## src/rtl/tmds_pkg.sv

```systemverilog
// Shared TMDS definitions: symbol width, control tokens, token-to-c lookup, alignment FSM states.
package tmds_pkg;

   localparam int unsigned SYM_W = 10;

   localparam logic [SYM_W-1:0] TOK_C00 = 10'b1101010100;
   localparam logic [SYM_W-1:0] TOK_C01 = 10'b0010101011;
   localparam logic [SYM_W-1:0] TOK_C10 = 10'b0101010100;
   localparam logic [SYM_W-1:0] TOK_C11 = 10'b1010101011;

   typedef enum logic {SEARCH, LOCKED} state_t;

   typedef struct packed {
      logic       is_token;
      logic [1:0] c;
   } token_t;

   function automatic token_t token_lookup(input logic [SYM_W-1:0] q);
      token_t t;
      t.is_token = 1'b1;
      t.c        = 2'b00;
      case (q)
         TOK_C00: t.c = 2'b00;
         TOK_C01: t.c = 2'b01;
         TOK_C10: t.c = 2'b10;
         TOK_C11: t.c = 2'b11;
         default: t.is_token = 1'b0;
      endcase
      return t;
   endfunction

endpackage

```

## src/rtl/tmds_symbol_decode.sv

```systemverilog
// Combinational TMDS symbol decoder: 10-bit window -> token flag, control bits, data byte.
module tmds_symbol_decode
   import tmds_pkg::*;
(
   input  logic [SYM_W-1:0] window,
   output logic             is_token,
   output logic [1:0]       c,
   output logic [7:0]       data
);

   token_t     tok;
   logic [7:0] d;

   always_comb begin
      tok      = token_lookup(window);
      is_token = tok.is_token;
      c        = tok.c;
      d        = window[9] ? ~window[7:0] : window[7:0];
      data     = '0;
      data[0]  = d[0];
      // q8 selects XOR vs XNOR chaining used by the encoder
      for (int unsigned i = 1; i < 8; i++) begin
         data[i] = window[8] ? (d[i] ^ d[i-1]) : ~(d[i] ^ d[i-1]);
      end
   end

endmodule

```

## src/rtl/tmds_channel_decoder.sv

```systemverilog
// One TMDS lane: symbol alignment by control-token runs, then per-symbol decode.
// Optional TMDS_DEC_RELOCK_COUNT_EN adds a saturating LOCKED->SEARCH counter output.
module tmds_channel_decoder
   import tmds_pkg::*;
#(
   parameter int unsigned C_lock_tokens   = 8,
   parameter int unsigned C_search_cycles = 4096
) (
   input  logic             clk_pixel,
   input  logic             reset,
   input  logic [SYM_W-1:0] in_word,
   output logic [7:0]       out_data,
   output logic [1:0]       out_c,
   output logic             out_de,
   output logic             out_locked,
   output logic [3:0]       out_offset
`ifdef TMDS_DEC_RELOCK_COUNT_EN
  ,output logic [7:0]       out_relock_count
`endif
);

   localparam int unsigned RUN_W = $clog2(C_lock_tokens + 1);
   localparam int unsigned TMO_W = $clog2(C_search_cycles);

   logic [SYM_W-1:0]   cur, prev, window;
   logic [2*SYM_W-1:0] cat;
   logic [4:0]         sel;
   logic [3:0]         offset, offset_nxt;
   logic [RUN_W-1:0]   run, run_nxt;
   logic [TMO_W-1:0]   tmo, tmo_nxt;
   state_t             state, state_nxt;
   logic               hit, timeout;
   logic               is_token;
   logic [1:0]         dec_c;
   logic [7:0]         dec_data;

   assign cat        = {cur, prev};
   assign sel        = {1'b0, offset};
   assign window     = cat[sel +: SYM_W];
   assign out_offset = offset;

   tmds_symbol_decode u_dec (
      .window   (window),
      .is_token (is_token),
      .c        (dec_c),
      .data     (dec_data)
   );

   always_comb begin
      run_nxt    = '0;
      if (is_token) begin
         run_nxt = (run == RUN_W'(C_lock_tokens)) ? run : run + 1'b1;
      end
      hit        = (run_nxt == RUN_W'(C_lock_tokens));
      timeout    = (tmo == TMO_W'(C_search_cycles - 1));
      state_nxt  = state;
      offset_nxt = offset;
      tmo_nxt    = tmo + 1'b1;
      // token threshold takes priority over a coincident timeout
      case (state)
         SEARCH: begin
            if (hit) begin
               state_nxt = LOCKED;
               tmo_nxt   = '0;
            end else if (timeout) begin
               offset_nxt = (offset == 4'd9) ? 4'd0 : offset + 4'd1;
               run_nxt    = '0;
               tmo_nxt    = '0;
            end
         end
         LOCKED: begin
            if (hit) begin
               tmo_nxt = '0;
            end else if (timeout) begin
               state_nxt = SEARCH;
               tmo_nxt   = '0;
            end
         end
         default: state_nxt = SEARCH;
      endcase
   end

   always_ff @(posedge clk_pixel) begin
      if (reset) begin
         cur        <= '0;
         prev       <= '0;
         state      <= SEARCH;
         offset     <= '0;
         run        <= '0;
         tmo        <= '0;
         out_data   <= '0;
         out_c      <= '0;
         out_de     <= 1'b0;
         out_locked <= 1'b0;
      end else begin
         cur        <= in_word;
         prev       <= cur;
         state      <= state_nxt;
         offset     <= offset_nxt;
         run        <= run_nxt;
         tmo        <= tmo_nxt;
         out_data   <= dec_data;
         out_c      <= dec_c;
         out_de     <= ~is_token;
         out_locked <= (state_nxt == LOCKED);
      end
   end

`ifdef TMDS_DEC_RELOCK_COUNT_EN
   always_ff @(posedge clk_pixel) begin
      if (reset) begin
         out_relock_count <= '0;
      end else if (state == LOCKED && state_nxt == SEARCH && out_relock_count != '1) begin
         out_relock_count <= out_relock_count + 8'd1;
      end
   end
`endif

endmodule

```

## config.mk

```make
export PLATFORM = sky130hd
export DESIGN_NAME = tmds_channel_decoder
export DESIGN_NICKNAME = d
export VERILOG_FILES = /design/src/rtl/tmds_pkg.sv /design/src/rtl/tmds_symbol_decode.sv /design/src/rtl/tmds_channel_decoder.sv
export SDC_FILE = /design/constraint.sdc
export NUM_CORES = 1
export LEC_CHECK = 0
export CAP_MARGIN = 15
export CORE_UTILIZATION = 30
export DETAILED_ROUTE_END_ITERATION = 12
export HOLD_SLACK_MARGIN = 0.15
export MAX_ROUTING_LAYER = met4
export PLACE_DENSITY = 0.54
export SETUP_SLACK_MARGIN = 0.02
export SYNTH_ARGS = -nofsm -noshare
export SYNTH_HDL_FRONTEND = slang
export SYNTH_SLANG_ARGS = --single-unit
```

## constraint.sdc

```tcl
create_clock -name clk_pixel -period 2.7 [get_ports clk_pixel]
set_input_delay 0.54 -clock clk_pixel [delete_from_list [all_inputs] [get_ports clk_pixel]]
set_output_delay 0.54 -clock clk_pixel [all_outputs]
set_load 0.05 [all_outputs]
```

== Yosys cells after proc, flatten, opt, wreduce, memory -nomap -nowiden ==
Cells that the tools add are included.
Word-level totals
  register bits after elaboration: 52
  word-level logic and storage cells: 62
  input bits: 12
Cells by class
  bitwise logic cells: 18
  eq/ne operators: 8
  shifts and indexed selects: 1
  multiplexer cells: 20
  reductions and logical operators: 3
  add/sub/neg operators: 3
Operators with widths (count)
  $mux 4: 6
  $eq 10x10->1 const B: 2
  $shiftx 20x5->10: 1
  $add 12x1->12 const B: 1
  $eq 12x12->1 const B: 1
  $eq 4x4->1 const B: 3
  $mux 1: 11
  $eq 10x8->1 const B: 1
  $eq 10x9->1 const B: 1
  $not 1->1: 10
  $add 4x1->4 const B: 2
  $mux 8: 1
  $not 8->8: 1
  $xor 1x1->1: 7
  $pmux 2 s3: 1
  $reduce_or 4->1: 1
  $reduce_and 3->1: 1
  $reduce_or 3->1: 1
  $pmux 1 s2: 1

== Logic depth before layout (Yosys ltp) ==
  depth in word-level cells: 8
  depth in mapped cells: 10
  mapped depth without buffers: 9

== Cells and area by module ==
A second synthesis with hierarchy kept.
Unflattened totals
  cells, all modules: 279
  area, all modules: 2736.4 sq um
By module, submodules not included
  tmds_channel_decoder: times used 1, area each 2519.9 sq um, seq. area each 1041.0 sq um, cells each 254
  tmds_symbol_decode: times used 1, area each 216.5 sq um, seq. area each 0.0 sq um, cells each 25

== Worst setup path after synthesis ==
No wires, ideal clock.
  path kind: reg-to-reg
  start: register offset[0] (netlist: out_offset[0])
  end: register tmo[11]
  library setup time: 0.134 ns
  arrival time: 2.987 ns
  slack: -0.421 ns
  required time: 2.566 ns
  cell stages (with the launch flop): 10
  cell sequence: dfxtp_1 > buf_6 > mux4_2 > mux2_4 > a2111oi_4 > nand2_1 > or4_4 > a21oi_2 > buf_4 > nor4_1
On the way
  word-level cells in the longest chain between the ends: 7
  elaborated cells on any way between the ends: 10
  classes of those cells: eq/ne: 5; shift: 1; mux: 2; reduce/logical: 2
RTL lines
  from (decl): RTL line tmds_channel_decoder.sv:28  | logic [3:0] offset, offset_nxt;
  from (signal assigned): RTL line tmds_channel_decoder.sv:99  | offset <= offset_nxt;
  $shiftx 20x5->10 (*): RTL line tmds_channel_decoder.sv:39  | assign window = cat[sel +: SYM_W];
  $eq 10x10->1 (tied with other cells): RTL line tmds_pkg.sv:22  | case (q)
  $reduce_or 4->1 (no line) (*)
  $mux 1 (*): RTL line tmds_pkg.sv:22
  $mux 4 (*): RTL line tmds_channel_decoder.sv:51  | if (is_token) begin
  $eq 4x4->1 (*): RTL line tmds_channel_decoder.sv:54  | hit = (run_nxt == RUN_W'(C_lock_tokens));
  $reduce_or 3->1 (no line) (*)
  to (signal assigned): RTL line tmds_channel_decoder.sv:101  | tmo <= tmo_nxt;
  to (decl): RTL line tmds_channel_decoder.sv:30  | logic [TMO_W-1:0] tmo, tmo_nxt;
Every way passes the cells marked *; elsewhere a longest branch is shown, timed or not.
A chain may end at the register's enable or synchronous reset.

== Worst setup path after layout ==
  start: register offset[0] (netlist: out_offset[0])
  end: register tmo[8]
Same word-level chain as after synthesis.

==> results <==
- The floorplan step set the die width to 98.18 um.
- The register clock-pin slew on the reported worst setup and hold paths is 0.10 ns.
- The top cell types in the final layout, fill and taps aside, are sky130_fd_sc_hd__dfxtp_1, sky130_fd_sc_hd__buf_4, sky130_fd_sc_hd__clkdlybuf4s50_1, sky130_fd_sc_hd__nor2b_1, sky130_fd_sc_hd__nor2_1.
- The number of antenna violations at the first check in global routing is 0.
- Power comes to 1.670 mW.
- The number of global-route vias before repair is 2,160.
- Synthesis produced a netlist with a net count of 294.
- For this run, the detailed router's first-pass iteration total came to 10.
- By instance count, the cell type seen most on the critical path is sky130_fd_sc_hd__buf_12.
- The routed wire length is 6.114 mm.
- Row generation in the floorplan step produced 34 rows.
- The detailed placer's ending HPWL is 4.580 mm.
- The overall fraction of global-route tracks in use is 0.1383.
- The count of nets left with antenna violations once routing finished came out at 0.
- TritonCTS built the clock tree.
- Routability-driven placement finished with a final weighted congestion of 0.8292.
- The minimum clock period after layout is 2.804 ns.
- The final core utilization is 0.4123.
- During placement, the flow inserted port buffers numbering 27.
- The critical path required time is 2.87 ns.
- The slowest stage of the critical path is the sky130_fd_sc_hd__mux4_2 cell.
- STA classifies the critical path endpoint as a flop.
- The checks that failed: DRC, setup timing.
- The critical path class is flop to flop.
- For this run, the post-layout net count is 355.
- The number of warnings issued by yosys is 0.
- The via count is 2,204.
- The number of library cell types mapped by synthesis is 54.
- Across the VDD grid, the largest voltage drop is 0.3273 mV.
- The first global-routing pass estimated 10.58 mm of wire.
- The final worst-path setup slack is -0.1039 ns.
- The maximum root-to-sink buffer count is 2.
- Entering global routing, the biggest net connects 34 pins.
- The total of max-cap violations is 0.
- Global routing finished with a remaining overflow of 0.
- The flip-flop and latch count after synthesis is 52.
- STA puts the critical path data arrival time at 2.97 ns.
- The cell area that synthesis handed to floorplanning was 2775 um^2.
- The number of synthesized flops with an enable pin is 0.
- Walking the worst path, the cells encountered are buf_12 > mux4_2 > mux2_4 > a2111oi_4 > nand2_1 > or4_4 > a21oi_4 > buf_12 > nor4_1.
- The most common library cell in the layout ignoring fill and taps is sky130_fd_sc_hd__dfxtp_1.
- Pin placement for this block handled 28 I/O pins.
- 0 antenna diodes ended up in the layout.
- The total die area is 9639 um^2.
- The highest clock rate is 356.6 MHz.
- The most instantiated flip-flop cell in the synthesis netlist is sky130_fd_sc_hd__dfxtp_1.
- The terminating pin of the worst hold path is prev[7].
- Setup repair after global routing could not meet its margin everywhere.
- The area taken by flip-flops and latches is 1047 um^2.
- The sum of negative setup slack is -1.468 ns.
- Prior to clock tree synthesis, the placed netlist has a worst setup slack of -0.1464 ns.
- The analysis attributes to cell leakage a power of 1.318 nW.
- The logic depth of the worst register-to-register path is 9.
- The flow ran to the end, but the final reports show violations.
- The layout has 901 filler cells.
- The initial utilization of the core area, before any placement, comes to 0.3136.
- The H-tree generated during clock tree synthesis spans 2 levels.
- The cell depth of the worst hold path is 1.
- Setup violations remaining at the end of the flow were counted as 20.
- The clock arrives with 0.01385 ns of skew.
- The register-to-register setup slack is -0.10 ns.
- At the later pin of the worst-skew pair, clock insertion delay measures 0.30 ns.
- The worst pin sits at a relative slew slack of 0.6346.
- The top fanout value on the critical path is 11.
- Of the cells placed in the final design, the portion with a size suffix greater than 1 is 0.2581.
- The core area is 8848 um^2.
- For this run, the register share of the synthesized area comes to 0.3751.
- The iteration-0 DRC count of the detailed router is 75.
- The layout overhead on the synthesized area is 31.47%.
- After synthesis, the share of flip-flops with an asynchronous set or reset is 0.
- The multi-input gate area in the final layout is 1720 um^2.
- The class of the tightest hold or removal check is flop to flop.
- The count of final max-slew check failures is 0.
- After detailed routing, the average wire length per cell comes to 13.62 um.
- The launching element type of the critical path is a flop.
- Dividing total power by cell area gives a power density of 457.6 nW/um^2.
- The count of clock tree sinks is 52.
- The worst reg2reg path startpoint is out_offset[0].
- Final hold analysis gives a worst-case slack of 0.4843 ns.
- The share of the clock period used by the worst path after layout is 1.038.
- The final number of hold-violating endpoints is 0.
- In this design, the stage delay of the slowest critical-path cell is 0.54 ns.
- The average instance area after synthesis is 9.947 um^2.
- The root buffer selected by CTS is sky130_fd_sc_hd__clkbuf_8.
- The startpoint identified for the worst hold timing path is cur[7].
- For the pin with the worst max-slew slack, the measured transition is 0.5424 ns.
- The count of unresolved DRC violations after routing is 1.
- The average via count per standard cell is 4.909.
- Synthesis produced a netlist whose cell count is 279.
- The critical path launch point is out_offset[0].
- The number of CTS-inserted buffers is 5.
- The endpoint of the worst register-to-register path is tmo[8].
- The die is 98.18 um tall.
synth_stat cells, drive strengths merged (6+ instances only):
library cell,number,area share
inv,8,0.011
o21ai,9,0.016
nand2,18,0.024
dfxtp,52,0.38
nor2,19,0.026
nor2b,25,0.056
nand3,12,0.022
buf,6,0.015
xor2,11,0.035
clkbuf,9,0.012
mux2i,10,0.041
xnor2,12,0.038
nor4,13,0.029
mux4,12,0.10
a21oi,7,0.014
worst max path at each step:
stage	endpoint	slack, ns	depth (start not counted)
2_1_floorplan	tmo[11]	-0.06	9
3_3_place_gp	out_offset[3]	-0.13	9
3_5_place_dp	tmo[8]	-0.15	8
4_1_cts	tmo[8]	-0.12	9
5_1_grt	run[0]	-0.22	8
6_report	tmo[8]	-0.10	9
cell type report:
type | count | area share
Multi-Input combinational cell | 203 | 0.4715
Sequential cell | 52 | 0.2870
Timing Repair Buffer | 69 | 0.1684
Tap cell | 108 | 0.03704
Clock buffer | 6 | 0.02263
Inverter | 9 | 0.009259
Clock inverter | 2 | 0.004115
per-stage QoR:
| step | area (um^2) | cells |
|---|---|---|
| after global placement | 3386 | 434 |
| after global routing | 3649 | 449 |
| after CTS | 3605 | 448 |
| after detailed placement | 3386 | 434 |
| after floorplan | 2789 | 279 |
| final | 3649 | 449 |
sequential cells by signal (all words and copies together), names as in the netlist:
name	cells
tmo	12
cur	10
prev	10
out_data	8
out_offset	4
run	4
out_c	2
out_de	1
state	1
routing by layer:
layer	routed length, um	track usage	vias up
met3	164	0.02362	4
met2	2807	0.2205	35
met1	3098	0.1864	1037
met5	0	-	-
met4	43	0.02411	0
li1	-	-	1128
report_power, final:
group          internal, mW  switching (mW)  total [mW]
sequential            0.806          0.0302       0.837
combinational         0.172           0.202       0.373
clock                 0.208           0.252       0.460
total                  1.19           0.484        1.67
cells by family after synthesis:
family,after synthesis,share of synthesized area
compound gates,39,0.1105
xor+xnor,23,0.07259
fa+ha+maj,3,0.01353
buf+inv,24,0.03967
flops,52,0.3751
mux,27,0.1664
simple gates,111,0.2223
worst max-delay path: cells and delay by family, from the launching register on:
family          cells  cell delay [ns]
compound gates      2             0.50
buf+inv             2             0.25
flops               1             0.41
mux                 2             0.87
simple gates        3             0.66
repair_timing:
action / in CTS / in global routing
pin swaps: 5 / 5
hold buffers: 0 / 0
gates resized for setup: 16 / 8
gates cloned: 0 / 0
buffers inserted: 6 / 1
setup endpoints to repair: 21 / 22
Note: power is estimated with default switching activity, not from simulation.
